===== src/rtl/dmem_port_arbiter_if.sv =====
`default_nettype none
// ============================================================================
// Module   : dmem_port_arbiter_if
// Brief    : CPU, DMA and dmem signal bundle for the data-memory port arbiter.
// Revision : 1.0
// ============================================================================
interface dmem_port_arbiter_if;
    logic        cpu_en;
    logic [3:0]  cpu_we;
    logic [13:0] cpu_addr;
    logic [31:0] cpu_din;
    logic [31:0] cpu_dout;

    logic        dma_req_valid;
    logic        dma_req_ready;
    logic [3:0]  dma_we;
    logic [13:0] dma_addr;
    logic [31:0] dma_din;
    logic        dma_rsp_valid;
    logic        dma_rsp_ready;
    logic [31:0] dma_rsp_data;

    logic        mem_en;
    logic [3:0]  mem_we;
    logic [13:0] mem_addr;
    logic [31:0] mem_din;
    logic [31:0] mem_dout;

    logic        dma_starve;
    logic [31:0] dma_grants;

    // Arbiter side
    modport slave (
        input  cpu_en, cpu_we, cpu_addr, cpu_din,
        output cpu_dout,
        input  dma_req_valid, dma_we, dma_addr, dma_din, dma_rsp_ready,
        output dma_req_ready, dma_rsp_valid, dma_rsp_data,
        output mem_en, mem_we, mem_addr, mem_din,
        input  mem_dout,
        output dma_starve, dma_grants
    );

    // Requester / memory side
    modport master (
        output cpu_en, cpu_we, cpu_addr, cpu_din,
        input  cpu_dout,
        output dma_req_valid, dma_we, dma_addr, dma_din, dma_rsp_ready,
        input  dma_req_ready, dma_rsp_valid, dma_rsp_data,
        input  mem_en, mem_we, mem_addr, mem_din,
        output mem_dout,
        input  dma_starve, dma_grants
    );
endinterface
`default_nettype wire


===== src/rtl/dmem_port_arbiter.sv =====
`default_nettype none
// ============================================================================
// Module   : dmem_port_arbiter
// Brief    : Shares the dmem port between the CPU (absolute priority) and DMA.
// Revision : 1.0
// ============================================================================
module dmem_port_arbiter #(
    parameter int STARVE_LIMIT = 255,
    parameter int CNT_W        = 8
) (
    input  logic                clk,
    input  logic                rst,
    dmem_port_arbiter_if.slave  io_bus
);

    localparam logic [CNT_W-1:0] c_STARVE_MAX = CNT_W'(STARVE_LIMIT);

    logic             r_rd_pending;
    logic             r_rsp_full;
    logic [31:0]      r_rsp_data;
    logic [CNT_W-1:0] r_starve_cnt;
    logic             r_starve;
    logic [31:0]      r_grants;

    logic             w_dma_is_rd;
    logic             w_dma_ready;
    logic             w_dma_accept;
    logic [CNT_W-1:0] w_starve_nxt;
    logic             w_mem_en;
    logic [3:0]       w_mem_we;
    logic [13:0]      w_mem_addr;
    logic [31:0]      w_mem_din;

    // Reads also need a free response slot; ready never looks at req_valid.
    always_comb begin
        w_dma_is_rd  = (io_bus.dma_we == 4'b0000);
        w_dma_ready  = !io_bus.cpu_en &&
                       (!w_dma_is_rd ||
                        (!r_rd_pending && (!r_rsp_full || io_bus.dma_rsp_ready)));
        w_dma_accept = io_bus.dma_req_valid && w_dma_ready;
    end

    always_comb begin
        w_mem_en   = 1'b0;
        w_mem_we   = 4'b0000;
        w_mem_addr = 14'd0;
        w_mem_din  = 32'd0;
        if (io_bus.cpu_en) begin
            w_mem_en   = 1'b1;
            w_mem_we   = io_bus.cpu_we;
            w_mem_addr = io_bus.cpu_addr;
            w_mem_din  = io_bus.cpu_din;
        end else if (w_dma_accept) begin
            w_mem_en   = 1'b1;
            w_mem_we   = io_bus.dma_we;
            w_mem_addr = io_bus.dma_addr;
            w_mem_din  = io_bus.dma_din;
        end
    end

    // Backpressure-only stalls leave the count untouched.
    always_comb begin
        w_starve_nxt = r_starve_cnt;
        if (w_dma_accept || !io_bus.dma_req_valid) begin
            w_starve_nxt = '0;
        end else if (io_bus.cpu_en && (r_starve_cnt != c_STARVE_MAX)) begin
            w_starve_nxt = r_starve_cnt + 1'b1;
        end
    end

    always_ff @(posedge clk) begin
        if (rst) begin
            r_rd_pending <= 1'b0;
            r_rsp_full   <= 1'b0;
            r_rsp_data   <= 32'd0;
            r_starve_cnt <= '0;
            r_starve     <= 1'b0;
            r_grants     <= 32'd0;
        end else begin
            r_rd_pending <= w_dma_accept && w_dma_is_rd;
            if (r_rd_pending) begin
                r_rsp_full <= 1'b1;
                r_rsp_data <= io_bus.mem_dout;
            end else if (r_rsp_full && io_bus.dma_rsp_ready) begin
                r_rsp_full <= 1'b0;
            end
            r_starve_cnt <= w_starve_nxt;
            r_starve     <= (w_starve_nxt == c_STARVE_MAX);
            if (w_dma_accept) begin
                r_grants <= r_grants + 32'd1;
            end
        end
    end

    assign io_bus.cpu_dout      = io_bus.mem_dout;
    assign io_bus.dma_req_ready = w_dma_ready;
    assign io_bus.dma_rsp_valid = r_rsp_full;
    assign io_bus.dma_rsp_data  = r_rsp_data;
    assign io_bus.mem_en        = w_mem_en;
    assign io_bus.mem_we        = w_mem_we;
    assign io_bus.mem_addr      = w_mem_addr;
    assign io_bus.mem_din       = w_mem_din;
    assign io_bus.dma_starve    = r_starve;
    assign io_bus.dma_grants    = r_grants;

endmodule
`default_nettype wire


===== src/flat_wrapper.sv =====
// flat-port wrapper written by rule: the top's interface ports become plain ports
module dmem_port_arbiter_flat 
#(
    parameter int STARVE_LIMIT = 255,
    parameter int CNT_W        = 8
)
  (clk, rst, io_bus_cpu_en, io_bus_cpu_we, io_bus_cpu_addr, io_bus_cpu_din, io_bus_cpu_dout, io_bus_dma_req_valid, io_bus_dma_we, io_bus_dma_addr, io_bus_dma_din, io_bus_dma_rsp_ready, io_bus_dma_req_ready, io_bus_dma_rsp_valid, io_bus_dma_rsp_data, io_bus_mem_en, io_bus_mem_we, io_bus_mem_addr, io_bus_mem_din, io_bus_mem_dout, io_bus_dma_starve, io_bus_dma_grants);
  dmem_port_arbiter_if io_bus_i ();
  input  logic clk;
  input  logic rst;
  input wire logic [$bits(io_bus_i.cpu_en)-1:0] io_bus_cpu_en;
  input wire logic [$bits(io_bus_i.cpu_we)-1:0] io_bus_cpu_we;
  input wire logic [$bits(io_bus_i.cpu_addr)-1:0] io_bus_cpu_addr;
  input wire logic [$bits(io_bus_i.cpu_din)-1:0] io_bus_cpu_din;
  output wire logic [$bits(io_bus_i.cpu_dout)-1:0] io_bus_cpu_dout;
  input wire logic [$bits(io_bus_i.dma_req_valid)-1:0] io_bus_dma_req_valid;
  input wire logic [$bits(io_bus_i.dma_we)-1:0] io_bus_dma_we;
  input wire logic [$bits(io_bus_i.dma_addr)-1:0] io_bus_dma_addr;
  input wire logic [$bits(io_bus_i.dma_din)-1:0] io_bus_dma_din;
  input wire logic [$bits(io_bus_i.dma_rsp_ready)-1:0] io_bus_dma_rsp_ready;
  output wire logic [$bits(io_bus_i.dma_req_ready)-1:0] io_bus_dma_req_ready;
  output wire logic [$bits(io_bus_i.dma_rsp_valid)-1:0] io_bus_dma_rsp_valid;
  output wire logic [$bits(io_bus_i.dma_rsp_data)-1:0] io_bus_dma_rsp_data;
  output wire logic [$bits(io_bus_i.mem_en)-1:0] io_bus_mem_en;
  output wire logic [$bits(io_bus_i.mem_we)-1:0] io_bus_mem_we;
  output wire logic [$bits(io_bus_i.mem_addr)-1:0] io_bus_mem_addr;
  output wire logic [$bits(io_bus_i.mem_din)-1:0] io_bus_mem_din;
  input wire logic [$bits(io_bus_i.mem_dout)-1:0] io_bus_mem_dout;
  output wire logic [$bits(io_bus_i.dma_starve)-1:0] io_bus_dma_starve;
  output wire logic [$bits(io_bus_i.dma_grants)-1:0] io_bus_dma_grants;
  assign io_bus_i.cpu_en = io_bus_cpu_en;
  assign io_bus_i.cpu_we = io_bus_cpu_we;
  assign io_bus_i.cpu_addr = io_bus_cpu_addr;
  assign io_bus_i.cpu_din = io_bus_cpu_din;
  assign io_bus_cpu_dout = io_bus_i.cpu_dout;
  assign io_bus_i.dma_req_valid = io_bus_dma_req_valid;
  assign io_bus_i.dma_we = io_bus_dma_we;
  assign io_bus_i.dma_addr = io_bus_dma_addr;
  assign io_bus_i.dma_din = io_bus_dma_din;
  assign io_bus_i.dma_rsp_ready = io_bus_dma_rsp_ready;
  assign io_bus_dma_req_ready = io_bus_i.dma_req_ready;
  assign io_bus_dma_rsp_valid = io_bus_i.dma_rsp_valid;
  assign io_bus_dma_rsp_data = io_bus_i.dma_rsp_data;
  assign io_bus_mem_en = io_bus_i.mem_en;
  assign io_bus_mem_we = io_bus_i.mem_we;
  assign io_bus_mem_addr = io_bus_i.mem_addr;
  assign io_bus_mem_din = io_bus_i.mem_din;
  assign io_bus_i.mem_dout = io_bus_mem_dout;
  assign io_bus_dma_starve = io_bus_i.dma_starve;
  assign io_bus_dma_grants = io_bus_i.dma_grants;
  dmem_port_arbiter #(.STARVE_LIMIT(STARVE_LIMIT), .CNT_W(CNT_W)) u_core (.clk(clk), .rst(rst), .io_bus(io_bus_i));
endmodule

===== config.mk =====
export PLATFORM = sky130hd
export DESIGN_NAME = dmem_port_arbiter_flat
export DESIGN_NICKNAME = d
export VERILOG_FILES = /design/src/rtl/dmem_port_arbiter_if.sv /design/src/rtl/dmem_port_arbiter.sv /design/src/flat_wrapper.sv
export SDC_FILE = /design/constraint.sdc
export NUM_CORES = 1
export LEC_CHECK = 0
export CORE_MARGIN = 3
export CORE_UTILIZATION = 35
export DETAILED_ROUTE_END_ITERATION = 8
export PLACE_DENSITY = 0.82
export SLEW_MARGIN = 5
export SYNTH_ARGS = -nofsm -noshare
export SYNTH_HDL_FRONTEND = slang
export SYNTH_SLANG_ARGS = --single-unit

===== constraint.sdc =====
create_clock -name clk -period 3.19 [get_ports clk]
set_clock_uncertainty 0.2 [all_clocks]
set_input_delay 0.319 -clock clk [delete_from_list [all_inputs] [get_ports clk]]
set_output_delay 0.319 -clock clk [all_outputs]
set_load 0.02 [all_outputs]

* Word level (Yosys, flattened, before mapping)
Cells that the tools add are included.
W data, S select, Z words.
** Operators by class
- Add/sub/neg operators :: 2
- Muxes and demuxes :: 12
- Reduce and logical (&&, ||, !) cells :: 16
- Eq/ne operators :: 2
** Operators by type and width (count)
- $mux W32 :: 2
- $add A32 B1 Y32 const B :: 1
- $mux W14 :: 2
- $mux W8 :: 2
- $add A8 B1 Y8 const B :: 1
- $eq A8 B8 Y1 const B :: 1
- $mux W4 :: 2
- $ne A8 B8 Y1 const B :: 1
- $logic_and A1 B1 Y1 :: 6
- $logic_not A1 Y1 :: 5
- $logic_not A4 Y1 :: 1
- $mux W1 :: 4
- $logic_or A1 B1 Y1 :: 3
- $reduce_bool A2 Y1 :: 1
** Storage, ports and cells
- Output and inout port bits :: 150
- Bits of input ports :: 137
- Flip-flop bits (word level) :: 75

* Logic depth before layout (Yosys ltp)
Gate-level depths: netlist of run 1.
- Depth in word-level cells :: 9
- Gate-level depth with buffers :: 8
- Gate-level depth less buffers :: 6

* Least setup slack after synthesis of run 1
Ideal clock, no wire load.
- Kind :: register to register
- Start point :: register u_core.r_grants[4] (netlist: u_core.io_bus.dma_grants[4])
- End point :: register u_core.r_grants[26] (netlist: u_core.io_bus.dma_grants[26])
- Slack :: 561 ps
- Clock period less this slack :: 2629 ps
- Arrival :: 2297 ps
- Stages on the path, launching flop included :: 8
- Cells stage by stage :: dfxtp_1 nand4_2 or3_1 or4_1 buf_2 buf_2 o41ai_1 a21oi_1
** On the way
- Word-level cells in the longest chain between the ends :: 1
** Ends and longest elaborated chain
- from (decl) :: RTL line dmem_port_arbiter.sv:23 : logic [31:0] r_grants;
- from (signal assigned) :: RTL line dmem_port_arbiter.sv:90 : r_grants <= r_grants + 32'd1;
- $add A32 B1 Y32 :: RTL line dmem_port_arbiter.sv:90
No other way between the ends.
A chain may end at the register's enable or synchronous reset.

* Worst setup path in the final report of run 1
- Start point :: input io_bus_dma_we[0]
- End point :: output io_bus_mem_din[9]
** On the way
- Word-level cells in the longest chain between the ends :: 7
** Ends and longest elaborated chain
- from (decl) :: RTL line flat_wrapper.sv:17 : input wire logic [$bits(io_bus_i.dma_we)-1:0] io_bus_dma_we;
- $logic_not A4 Y1 :: RTL line dmem_port_arbiter.sv:36 : w_dma_is_rd = (io_bus.dma_we == 4'b0000);
- $logic_not A1 Y1 :: RTL line dmem_port_arbiter.sv:38 : (!w_dma_is_rd ||
- $logic_or A1 B1 Y1 :: RTL line dmem_port_arbiter.sv:38
- $logic_and A1 B1 Y1 :: RTL line dmem_port_arbiter.sv:37 : w_dma_ready = !io_bus.cpu_en &&
- $logic_and A1 B1 Y1 :: RTL line dmem_port_arbiter.sv:40 : w_dma_accept = io_bus.dma_req_valid && w_dma_ready;
- $mux W32 :: RTL line dmem_port_arbiter.sv:53 : end else if (w_dma_accept) begin
- $mux W32 :: RTL line dmem_port_arbiter.sv:48 : if (io_bus.cpu_en) begin
- to (decl) :: RTL line flat_wrapper.sv:27 : output wire logic [$bits(io_bus_i.mem_din)-1:0] io_bus_mem_din;
No other way between the ends.

==> run_results.csv, run 1 <==
group,metric,value,unit
hold_path,hp-class,"input port to flip-flop",
run_status,status,"completed",
drt,first_pass_iters,4,
floorplan,core_area,10600,sq um
synthesis,synthTopCellsByCount,"75 x dfxtp_1, 57 x nor2_1, 50 x a22o_1",
synthesis,netlist_area,3916,sq um
floorplan,start_util,0.3694,
cells_and_area,drive_gt1_frac,0.04422,
cts,htree_levels,3,
cts,root_buffer,"clkbuf_8",
synthesis,avgSynthCellArea,8.664,sq um
synthesis,yosysWarnings,0,
sta,drv_slew,0,
synthesis,synth_edf_count,0,
cts,cts_hold_buf,0,
cts,clock_latency,0.35,ns
global_route,antenna_found_initial,0,
cts,clk_pin_slew,0.07,ns
synthesis,synthArstFlopShare,0,
global_route,first_global_vias,4328,
worst_setup_path,path_max_fanout,19,
drt,route.detailed.wl_per_inst,18.44,microns
drt,drtIter0Drc,273,
synthesis,syn-num-nets,591,
synthesis,yosysTopAreaCell,"dfxtp_1",
drt,ant_nets,0,
global_route,grt_pass1_wl,23.38,mm
floorplan,ios,287,
cts,clock_path_buffers,2,
sta,tightest_slew,0.6297,ns
drt,via_per_inst,5.205,
global_route,grt_max_degree,72,
cells_and_area,nets,836,
cells_and_area,utilization,0.6542,
placement,globalplace.congestion,1.001,
synthesis,yosysTopAreaCellShare,0.3834,
cells_and_area,insertedDiodeCount,0,
cts,numCtsBuffers,9,
worst_setup_path,critPathKind,"input port to primary output",
synthesis,syn_inst,452,
placement,dp_hpwl,12.67,mm
cts,cts_sinks,75,
synthesis,yosysUniqueCellTypes,44,
sta,final.setup.worst_slack,0.1122,ns
floorplan,dieArea,12490,sq um
power_and_ir_drop,p_leak,2.405,nW
sta,max_freq,0.3249,GHz
sta,fin_crit_sh,0.9648,
cells_and_area,synthToLayoutAreaGrowth,77.09,%
floorplan,core.rowCount,37,
sta,rsz0062_at_grt,"no",
worst_setup_path,end_kind,"primary output",
synthesis,synth-seq-cells,75,
synthesis,synth_seq_area_share,0.3834,
synthesis,synth.area.top_cells,"dfxtp_1 38%, a22o_1 11%, mux2i_1 8.7%",
worst_setup_path,rrSetupSlack,0.43,ns
cts,cts_tree,"yes",
placement,place_ws,-0.02996,ns
drt,drt-total-wl,15.43,mm
sta,slew_headroom,0.5802,
floorplan,die_h,111.8,microns
worst_setup_path,worstPathArrival,2.56,ns
placement,io_buffers,286,
worst_setup_path,startpoint_type,"input port",
power_and_ir_drop,p_per_area,329.4,nW/um^2
sta,fin_crit,3.078,ns
drt,route.detailed.drc,0,
drt,vias,4357,
global_route,grt_overflow,0,
run,maxCapViolations,0,
power_and_ir_drop,ir_drop,205.6,uV
sta,finalSetupViolCount,0,
worst_setup_path,cp_data_required_time,2.67,ns
synthesis,dominantRegCellSynth,"dfxtp_1",
sta,hold_viol_final,0,
floorplan,die_w,111.8,microns
synthesis,yosysMostFrequentCell,"dfxtp_1",
global_route,grt_util_all_layers,0.2352,
==> flip-flops by register name, indices dropped and copies added (netlist names) <==
signal,count
u_core.r_starve_cnt,8
u_core.r_rd_pending,1
u_core.io_bus.dma_starve,1
u_core.io_bus.dma_grants,32
u_core.io_bus.dma_rsp_data,32
u_core.io_bus.dma_rsp_valid,1
==> what timing repair did <==
| action | 4_1_cts | 5_1_grt |
|---|---|---|
| setup buffers | 0 | 0 |
| endpoints found under the hold margin | 0 | 0 |
| setup endpoints to repair | 9 | 38 |
| gates resized for setup | 9 | 4 |
==> kinds of logic after synthesis <==
group           share of synthesized area
xor+xnor                          0.02684
buf+inv                           0.09968
flops                              0.3834
mux                               0.08978
simple gates                       0.1942
fa+ha+maj                        0.006389
compound gates                     0.1997
==> layer usage <==
layer / global-route usage / part of all wire / up-vias
met5: 0 / 0 / -
met4: 0.07705 / 0.021 / 0
met3: 0.05978 / 0.079 / 23
met2: 0.4365 / 0.52 / 204
met1: 0.2599 / 0.38 / 2027
li1: - / - / 2103
==> path summary, 6_finish.rpt <==
kind	from	endpoint	cells past startpoint
hold / removal	rst	u_core.io_bus.dma_rsp_data[0]	2
setup reg to reg	u_core.io_bus.dma_grants[3]	u_core.io_bus.dma_grants[14]	6
hold reg to reg	u_core.io_bus.dma_rsp_data[15]	u_core.io_bus.dma_rsp_data[15]	2
setup / recovery	io_bus_dma_we[0]	io_bus_mem_din[9]	7
==> critical path, stage by stage <==
cell             delay [ns]
clkdlybuf4s50_1        0.43
or4_1                  0.61
a21oi_4                0.20
nor3b_4                0.10
buf_12                 0.16
a22o_1                 0.19
clkdlybuf4s50_1        0.55
==> stage by stage <==
step | power, mW | hold slack (ns) | cells | instance area [sq um] | TNS (ns)
detailed placement | 1.525 | 0.2794 | 822 | 6718 | -0.1653
floorplan | 1.186 | 0.2662 | 452 | 3916 | 0
CTS | 2.309 | 0.2730 | 837 | 6915 | 0
finish | 2.285 | 0.2789 | 837 | 6935 | 0
global route | 2.376 | 0.2962 | 837 | 6935 | 0
global placement | 1.518 | 0.2694 | 822 | 6718 | 0
==> cells in the final DEF, fill, tap and decap left out, types with 2 or more instances in the layout <==
master           synthesis  layout
clkbuf_8                 0      10
buf_12                   0       4
xor2_1                   3       3
o21ai_0                 19      19
clkbuf_1                24       3
a311oi_1                 2       2
or4_1                    7       7
and4_1                   3       3
nand2b_1                 2       2
nor3_1                   3       3
nor4b_1                  4       4
xnor2_1                  9       9
nand3_1                 12      12
nor2b_1                  5       5
dlygate4sd2_1            0       9
nor2_1                  57      57
nor4_1                   5       5
a21o_1                   3       3
inv_1                    8       8
mux2i_1                 34      34
clkdlybuf4s50_1          0     274
a22o_1                  50      50
dfxtp_1                 75      74
or3_1                   18      18
buf_2                    2       2
ha_1                     2       2
bufinv_16                0       2
nand2_1                 16      16
a21oi_1                 25      24
nand4_1                  7       7
o31ai_1                  3       3
buf_4                   32       7
and3_1                   2       2
==> final cells by class <==
type | count | area, sq um
fill | 880 | 3666
timing repair buffer | 297 | 2977
multi-input combinational | 306 | 2047
sequential | 75 | 1503
tap | 136 | 170.2
clock buffer | 13 | 148.9
clock inverter | 2 | 60.06
inverter | 8 | 30.03
==> power by group <==
group | leakage (nW) | internal, mW | switching (mW)
Clock | 0.104 | 0.459 | 0.330
Sequential | 0.605 | 0.940 | 0.00332
Combinational | 1.70 | 0.315 | 0.238
No activity file was read; power rests on OpenSTA's default activity.
==> inputs of run 2 (changes only) <==
CAP_MARGIN = 40   (was default)
==> results of run 2 <==
No change in the layout: final DEF, timing and power equal those of run 1.
==> inputs of run 3 (changes only) <==
==> constraint.sdc (replaced) <==
create_clock -name clk -period 3.19 [get_ports clk]
set_clock_uncertainty 0.2 [all_clocks]
set_input_delay 0.638 -clock clk [delete_from_list [all_inputs] [get_ports clk]]
set_output_delay 0.638 -clock clk [all_outputs]
set_load 0.02 [all_outputs]
==> run 3 against run 2 <==
Against the previous run: sequential cell count unchanged; combinational power about the same; clock power decreased by 0.5%; final cell count increased by 1.6%; largest power group unchanged; highest routed layer unchanged.
==> run_results.csv, run 3 (synthesis gave the netlist of run 1 again) <==
group,metric,value,unit
drt,route.detailed.drc,0,
cts,clock_latency,0.34,ns
power_and_ir_drop,ir_drop,194.4,uV
run,maxCapViolations,0,
global_route,antenna_found_initial,0,
sta,rsz0062_at_grt,"yes",
drt,ant_nets,0,
global_route,grt_pass1_wl,25.01,mm
cts,cts_tree,"yes",
sta,fin_setup_tns,0,ns
cts,cts_sinks,75,
floorplan,start_util,0.3694,
global_route,first_global_vias,4509,
sta,fin_crit_sh,0.9930,
sta,drv_slew,0,
floorplan,die_w,111.8,microns
placement,io_buffers,286,
hold_path,holdCritStartpoint,"u_core.io_bus.dma_rsp_data[9]",
cells_and_area,nets,848,
global_route,grtUsageMet1,0.2620,
sta,tightest_slew,0.6644,ns
global_route,grt_overflow,0,
worst_setup_path,r2r-start,"u_core.io_bus.dma_grants[4]",
hold_path,hp-class,"flip-flop to flip-flop",
cells_and_area,utilization,0.6562,
cts,clk_pin_slew,0.07,ns
drt,vias,4508,
floorplan,dieArea,12490,sq um
cells_and_area,layout_commonest_cell,"clkdlybuf4s50_1",
worst_setup_path,critPathKind,"input port to primary output",
sta,max_freq,0.3157,GHz
cells_and_area,final_cell_mix,"231 x clkdlybuf4s50_1, 74 x dfxtp_1, 57 x nor2_1",
cells_and_area,drive_gt1_frac,0.1359,
global_route,busiest_layer,"met2",
sta,slew_headroom,0.5571,
global_route,met3_usage,0.07120,
sta,fin_crit,3.168,ns
placement,globalplace.congestion,0.9474,
drt,route.detailed.wl_per_inst,19.10,microns
drt,drtIter0Drc,318,
run_status,status,"completed",
worst_setup_path,worstPathArrival,2.33,ns
cells_and_area,insertedDiodeCount,0,
power_and_ir_drop,p_leak,2.535,nW
floorplan,ios,287,
drt,drt-total-wl,16.24,mm
placement,dp_hpwl,13.20,mm
cells_and_area,final_cell_area,6957,sq um
worst_setup_path,startpoint_type,"input port",
sta,hold_viol_final,0,
sta,finalSetupViolCount,0,
global_route,grt_max_degree,72,
power_and_ir_drop,p_per_area,327.8,nW/um^2
placement,post_dp_cell_area,6753,sq um
worst_setup_path,cp-startpoint,"io_bus_dma_we[0]",
drt,via_per_inst,5.304,
global_route,grt_util_met2,0.4732,
drt,first_pass_iters,4,
floorplan,core.rowCount,37,
floorplan,die_h,111.8,microns
worst_setup_path,cp_data_required_time,2.35,ns
cts,clock_path_buffers,2,
global_route,grt_util_all_layers,0.2502,
cells_and_area,synthToLayoutAreaGrowth,77.64,%
floorplan,core_area,10600,sq um
cts,cts_hold_buf,0,
cts,root_buffer,"clkbuf_8",
sta,whs,0.2932,ns
power_and_ir_drop,power,2.280,mW
worst_setup_path,end_kind,"primary output",
worst_setup_path,path_max_fanout,7,
cts,htree_levels,3,
cts,numCtsBuffers,9,
[run 3: cell type report]
class	count	area, sq um
clock buffer	13	178.9
multi-input combinational	306	2062
clock inverter	3	43.79
inverter	8	30.03
tap	136	170.2
timing repair buffer	309	2969
fill	860	3645
sequential	75	1503
[run 3: metal layers]
metal	share of wire	wire length (microns)
met2	0.53	8568
met5	0	0
met1	0.35	5655
met4	0.030	485
met3	0.094	1524
[run 3: through the flow]
step                cells  setup slack [ns]
detailed placement    830           -0.5948
floorplan             452           0.06457
finish                850           0.02233
global route          850         -0.002181
CTS                   851          0.009233
global placement      830           -0.5198
[run 3: report_power, final]
group          switching [mW]  internal [mW]
Sequential            0.00357          0.939
Clock                   0.338          0.447
Combinational           0.246          0.307
Total                   0.587           1.69
[run 3: critical path, cell delays in order]
cell	delay [ns]
dlygate4sd2_1	0.25
or4_4	0.55
a21oi_4	0.17
nor3b_4	0.07
buf_12	0.15
buf_6	0.13
a22o_1	0.19
buf_2	0.16
[run 3: final timing paths]
| check | end | slack (ns) | cells past startpoint |
|---|---|---|---|
| min reg2reg | u_core.io_bus.dma_rsp_data[9] | 0.29 | 2 |
| min | u_core.io_bus.dma_rsp_data[9] | 0.29 | 2 |
| max | io_bus_mem_din[20] | 0.02 | 8 |
| max reg2reg | u_core.io_bus.dma_grants[28] | 0.47 | 6 |
[run 3: repair_timing]
action,in CTS,in global routing
pin swaps,3,2
buffers inserted,2,0
endpoints found under the setup margin,49,46
endpoints found under the hold margin,0,0
gates resized for setup,205,32
gates cloned,3,0
